--- src/rtl/aib_sync_debounce.sv ---
// Stable-level qualifier behind the AIB data synchronizer: debounced level, edge pulses, glitch count.
// Build option: define AIB_DBNC_GLITCH_CNT_EN to include the saturating glitch counter.
`timescale 1ns/1ps

module aib_sync_debounce #(
  parameter int   DbncCycles     = 4,
  parameter logic ResetVal       = 1'b0,
  parameter int   GlitchCntWidth = 8
) (
  input  logic                      clk,
  input  logic                      rst_in,
  input  logic                      sync_in,
  input  logic                      en,
  input  logic                      glitch_clr,
  output logic                      lvl_out,
  output logic                      rise_pls,
  output logic                      fall_pls,
  output logic                      busy,
  output logic [GlitchCntWidth-1:0] glitch_cnt
);

  localparam int CntW = $clog2(DbncCycles + 1);
  localparam logic [CntW-1:0] CntMax = CntW'(DbncCycles);

  if (DbncCycles < 1 || DbncCycles > 255 || GlitchCntWidth < 1 || GlitchCntWidth > 16) begin : g_param_err
    $fatal(1, "aib_sync_debounce: DbncCycles must be 1..255 and GlitchCntWidth 1..16");
  end

  typedef enum logic [1:0] {STB_LO, CHK_HI, STB_HI, CHK_LO} state_t;
  localparam state_t RstState = ResetVal ? STB_HI : STB_LO;

  state_t          state, state_nxt;
  logic [CntW-1:0] cnt, cnt_nxt;
  logic            lvl_nxt, rise_nxt, fall_nxt, glitch_ev;

  always_comb begin
    state_nxt = state;
    cnt_nxt   = cnt;
    lvl_nxt   = lvl_out;
    rise_nxt  = 1'b0;
    fall_nxt  = 1'b0;
    glitch_ev = 1'b0;
    case (state)
      STB_LO: begin
        if (en && sync_in) begin
          if (DbncCycles == 1) begin
            state_nxt = STB_HI;
            lvl_nxt   = 1'b1;
            rise_nxt  = 1'b1;
          end else begin
            state_nxt = CHK_HI;
            cnt_nxt   = CntW'(1);
          end
        end
      end
      CHK_HI: begin
        if (!en) begin
          // Disabling abandons the candidate silently; it is not a glitch.
          state_nxt = lvl_out ? STB_HI : STB_LO;
          cnt_nxt   = '0;
        end else if (sync_in) begin
          if (cnt + CntW'(1) == CntMax) begin
            state_nxt = STB_HI;
            lvl_nxt   = 1'b1;
            rise_nxt  = 1'b1;
            cnt_nxt   = '0;
          end else begin
            cnt_nxt = cnt + CntW'(1);
          end
        end else begin
          state_nxt = STB_LO;
          cnt_nxt   = '0;
          glitch_ev = 1'b1;
        end
      end
      STB_HI: begin
        if (en && !sync_in) begin
          if (DbncCycles == 1) begin
            state_nxt = STB_LO;
            lvl_nxt   = 1'b0;
            fall_nxt  = 1'b1;
          end else begin
            state_nxt = CHK_LO;
            cnt_nxt   = CntW'(1);
          end
        end
      end
      CHK_LO: begin
        if (!en) begin
          state_nxt = lvl_out ? STB_HI : STB_LO;
          cnt_nxt   = '0;
        end else if (!sync_in) begin
          if (cnt + CntW'(1) == CntMax) begin
            state_nxt = STB_LO;
            lvl_nxt   = 1'b0;
            fall_nxt  = 1'b1;
            cnt_nxt   = '0;
          end else begin
            cnt_nxt = cnt + CntW'(1);
          end
        end else begin
          state_nxt = STB_HI;
          cnt_nxt   = '0;
          glitch_ev = 1'b1;
        end
      end
      default: begin
        state_nxt = RstState;
        cnt_nxt   = '0;
      end
    endcase
  end

  always_ff @(posedge clk or negedge rst_in) begin
    if (!rst_in) begin
      state    <= RstState;
      cnt      <= '0;
      lvl_out  <= ResetVal;
      rise_pls <= 1'b0;
      fall_pls <= 1'b0;
    end else begin
      state    <= state_nxt;
      cnt      <= cnt_nxt;
      lvl_out  <= lvl_nxt;
      rise_pls <= rise_nxt;
      fall_pls <= fall_nxt;
    end
  end

  assign busy = (state == CHK_HI) || (state == CHK_LO);

`ifdef AIB_DBNC_GLITCH_CNT_EN
  logic [GlitchCntWidth-1:0] glitch_cnt_q;

  always_ff @(posedge clk or negedge rst_in) begin
    if (!rst_in) begin
      glitch_cnt_q <= '0;
    end else if (glitch_clr) begin
      glitch_cnt_q <= '0;
    end else if (glitch_ev && (glitch_cnt_q != '1)) begin
      glitch_cnt_q <= glitch_cnt_q + GlitchCntWidth'(1);
    end
  end

  assign glitch_cnt = glitch_cnt_q;
`else
  logic unused_glitch;
  assign unused_glitch = &{1'b0, glitch_ev, glitch_clr};
  assign glitch_cnt    = '0;
`endif

endmodule

--- config.mk ---
export PLATFORM = sky130hd
export DESIGN_NAME = aib_sync_debounce
export DESIGN_NICKNAME = d
export VERILOG_FILES = /design/src/rtl/aib_sync_debounce.sv
export SDC_FILE = /design/constraint.sdc
export NUM_CORES = 1
export LEC_CHECK = 0
export CORE_AREA = 4 4 41 43
export DETAILED_ROUTE_END_ITERATION = 10
export DIE_AREA = 0 0 45 47
export PLACE_DENSITY = 0.66
export SLEW_MARGIN = 20
export SYNTH_ARGS = -nofsm -noshare
export SYNTH_HDL_FRONTEND = slang
export SYNTH_SLANG_ARGS = --single-unit
--- constraint.sdc ---
create_clock -name clk -period 3.1 [get_ports clk]
set_input_delay 0.62 -clock clk [delete_from_list [all_inputs] [get_ports clk]]
set_output_delay 0.62 -clock clk [all_outputs]
set_load 0.02 [all_outputs]
Yosys cells after proc, flatten, opt, wreduce, memory -nomap -nowiden
Index checks and enable logic that the tools add are counted.
{ "word_totals": {"reg_bits": 8, "latch_bits": 0, "mem_bits_rw": 0, "romBits": 0, "input_bits": 5, "output_inout_bits": 12, "wordCells": 61, "memories": 0} }
{ "op_classes": {"add_sub_neg": 1, "multipliers": 0, "div": 0, "order_cmp": 0, "eq_ne": 14, "shifts": 0, "mux": 32, "bitwise": 0, "reduce_logical": 9} }
{ "op_table": {"columns": ["op", "n"], "rows": [
  ["$mux W3", 7],
  ["$mux W2", 9],
  ["$ne A2 B2 Y1 const B", 8],
  ["$mux W1", 13],
  ["$pmux W3 S4", 1],
  ["$ne A4 B4 Y1 const B", 2],
  ["$pmux W2 S4", 1],
  ["$reduce_and A7 Y1", 1],
  ["$eq A2 B2 Y1 const B", 2],
  ["$reduce_and A4 Y1", 1],
  ["$add A3 B1 Y3 const B", 1],
  ["$eq A3 B3 Y1 const B", 1],
  ["$eq A2 B1 Y1 const B", 1],
  ["$logic_and A1 B1 Y1", 2],
  ["$logic_not A2 Y1", 1],
  ["$pmux W1 S2", 1],
  ["$reduce_and A2 Y1", 1],
  ["$reduce_bool A2 Y1", 1],
  ["$logic_not A1 Y1", 1],
  ["$logic_or A1 B1 Y1", 1]
]} }

Logic depth before layout (Yosys ltp)
{ "depth": {"ltp_word": 6, "depth_mapped": 4, "depth_no_buf": 4} }

Worst setup path before layout
Ideal clock, no wire load.
{ "synth_timing": {"kind": "register to register", "startpoint": "register cnt[0]", "endpoint": "register with a tool-made name", "setup_time_ns": 0.132, "t_arrival_ns": 1.256, "required_ns": 2.968, "slack_ns": 1.713, "stages_incl_launch_ff": 5, "path_buffers": 0, "period_less_slack_ns": 1.387, "cell_sequence": "dfrtp_1 > ha_1 > xor2_2 > nand3_1 > or3b_1"} }
{ "synth_lines": {"columns": ["element", "line_no", "rtl"], "rows": [
  ["start: declaration", "33", "logic [CntW-1:0] cnt, cnt_nxt;"],
  ["start signal: assignment", "123", "cnt <= cnt_nxt;"]
]} }

Final worst setup path
{ "layout_timing": {"startpoint": "register state[0]", "endpoint": "output port busy"} }
{ "layout_between": {"elab_chain_len": 2} }
{ "layout_lines": {"columns": ["element", "line_no", "rtl"], "rows": [
  ["start: declaration", "32", "state_t state, state_nxt;"],
  ["start signal: assignment", "116", "state <= RstState;"],
  ["start signal: assignment", "122", "state <= state_nxt;"],
  ["$eq A2 B1 Y1 / $eq A2 B2 Y1 (equally long branches)", "130", "assign busy = (state == CHK_HI) || (state == CHK_LO);"],
  ["$logic_or A1 B1 Y1 *", "130", null],
  ["end: declaration", "18", "output logic busy,"]
]} }
Every way passes the cells marked *; elsewhere a longest branch is shown, timed or not.

==> results.md <==
* Status: finished, final reports clean
* Cell Chain, Critical Path: clkdlybuf4s50_1
* Crit-path leading delay family: buffers and inverters
* Post-cts resize count at 0
* Setup CP Type: reg -> out
* HP Class: reg -> reg
* Fin Hold WS at 0.510 ns
* Wire length per cell at 11.7 um
* Register share of total power at 47.9%
* WHS Endpoint: cnt[0]
* Setup bufs post-CTS at 0
* DRT iter0 DRCs at 6
* F_max at 491 MHz
* DPL Wire Length at 592 um
* Hold-critical path depth at 1
* Total Wirelength at 796 um
* Final nets at 62
* Final setup fails at 0
* Clk pwr share at 25.8%
* Root Driver: clkbuf_4
* Starting density of the core at 36.4%
* Pwr Density at 559 mW/mm^2
* Placed Cells at 65
* Req. time, crit path at 2.48 ns
* Final worst-path cycle share at 65.8%
* Gr busiest metal: met4
* M1 GR Usage at 11.7%
* Fin. Hold Viols at 0
* CTS buffer count at 3
* GRT overflow at 0
* Pin count of the biggest net entering global routing at 12
* Layout Cells excl Fill at 68
* Register-to-Register Path Depth at 4
* Clock latency on the worst-skew pair at 0.25 ns
* Sw Ratio at 33.3%
* Router iterations before antenna repair at 2
* Crit path time final at 2.04 ns
* Number of vias per cell at 4.60
* Top cells by area, synth: dfrtp_1, buf_4, mux2i_1
* YS warnings at 0
* Vias in the first global route at 299
* CTS tree: yes
* Slowest CP cell: clkdlybuf4s50_1
* Yosys reg bits at 8
* Drt drc at 0
* Utilization after layout at 41.7%
* Switching power total at 101 uW
* M2 GR Usage at 13.6%
* H-tree levels at 1
* Final setup TNS at 0 ns
* Hold Crit Start: cnt[0]
* Die area at 0.00212 sq mm
* Top-area cell type share of the netlist area at 42.2%
* Flop-to-flop setup slack at 1.62 ns
* Sequential standard cell area at 200 sq um
* Max-slew violation count at 0
* Setup crit start kind: flip-flop
* Yosys top cell by area: dfrtp_1
* Clk sinks at 8
* Slowest Stage Delay on Critical Path at 0.66 ns
* Buffers and inverters on the worst path at 1
* CTS Hold Bufs at 0
* Max-cap viol count at 0
* Leakage power at 0.000271 uW
* M3 GR Usage at 1.15%
* Max Buffers Root-to-Sink at 2
* Worst Path Max Fanout at 11
* Worst Skew at 0.00426 ns
* Cell Rows at 13
* Logic pwr share at 26.3%
* Crit end category: primary output
* Synth cell types at 23
* Top_reg_cell synth: dfrtp_1
* Clk slew on worst S/H paths at 0.05 ns
* Commonest cells post-synth: buf_4, dfrtp_1, mux2i_1, nand2_1
* Core box area at 0.00130 sq mm
* CP arrival at 1.42 ns
* Post-Syn Area at 474 sq um
* Peak supply drop at 0.000306 V
* Internal power at 202 uW
* Routed Antenna Nets at 0
* Seq/Total Area, Yosys at 42.2%
* Area Growth Syn to Fin at 14.5%
* Port Buffers at 7
* DIE WIDTH at 45 um
* # fillers at 138
* Final Wtd Congestion at 0.683
* Vias after detailed routing at 313
* Synth async-reset ratio at 100%
* R2r startpoint: cnt[0]
* Avg Inst Size Synth at 10.3 sq um
* Total GRT Usage at 9.97%
* Initial antenna violation count at 0
* RSZ-0062 raised after global routing: false
* EDFF count, synth at 0
* Layout cells sized above 1 at 9.43%
* First-pass GRT wire length at 1.40 mm
* Footprint of the multi-input gates at 224 sq um
* Cell count after synthesis at 46
* Die Y at 47 um
* Antenna Cells at 0
* IO Count at 17
-- placed cells by master, fill, tap and decap left out --
cell type	Yosys	layout
a31oi_1	1	1
nor2_1	1	1
conb_1	1	8
and3_1	1	1
a21oi_1	1	1
and4_1	1	1
xor2_1	1	1
o221ai_1	1	1
nand3b_1	2	2
nand3_1	1	1
mux2i_1	3	3
clkbuf_4	0	3
or3b_1	1	1
xor2_2	1	1
ha_1	2	2
o21ai_0	2	2
dfrtp_1	8	8
nand2b_1	2	2
nor3b_2	1	1
inv_1	2	2
nand2_1	3	3
clkdlybuf4s50_1	0	7
-- per-layer routing --
layer | share of wire, % | vias up
met5 | 0 | -
met4 | 6.7 | 0
met3 | 7.8 | 4
met2 | 42 | 12
met1 | 44 | 145
li1 | - | 152
-- per-stage QoR --
stage / worst slack [ns] / area (sq um) / power (uW)
after floorplan: 1.71 / 500 / 214
after global placement: 1.19 / 520 / 226
after detailed placement: 1.18 / 520 / 228
after CTS: 1.03 / 543 / 309
after global routing: 0.980 / 543 / 331
final: 1.06 / 543 / 304
-- cells by family (layout without fill, tap and decap cells) --
family	count (synthesis)	after routing	synth area share, %
simple gates	13	13	17.7
fa+ha+maj	2	2	5.28
flops	8	8	42.2
buf+inv	12	12	16.1
xor+xnor	2	2	5.28
compound gates	5	5	6.33
other cells	1	8	0.791
mux	3	3	6.33
-- power by group through the flow --
stage / Clock (uW) / Combinational (uW) / Sequential, uW
after floorplan: 0 / 76.3 / 137
after global placement: 0 / 79.3 / 147
after detailed placement: 0 / 79.8 / 148
after CTS: 83.2 / 80.3 / 146
after global routing: 89.1 / 93.0 / 149
final: 78.2 / 79.9 / 145
-- how the worst max path moves through the flow --
| stage | slack [ns] | startpoint | cells past startpoint | to |
|---|---|---|---|---|
| 6_report | 1.06 | state[0] | 1 | busy |
| 5_1_grt | 0.98 | state[0] | 1 | busy |
| 4_1_cts | 1.03 | state[0] | 1 | busy |
| 3_5_place_dp | 1.18 | sync_in | 4 | flip-flop |
| 3_3_place_gp | 1.19 | sync_in | 4 | flip-flop |
| 2_1_floorplan | 1.71 | cnt[0] | 4 | flip-flop |
-- area by class of cell --
cell class                 count  area share (%)
timing repair buffer           7            12.9
inverter                       2            1.38
clock buffer                   3            4.15
sequential                     8            36.9
multi-input combinational     33            41.2
tap                           15            3.46
(Power assumes the default switching activity.)
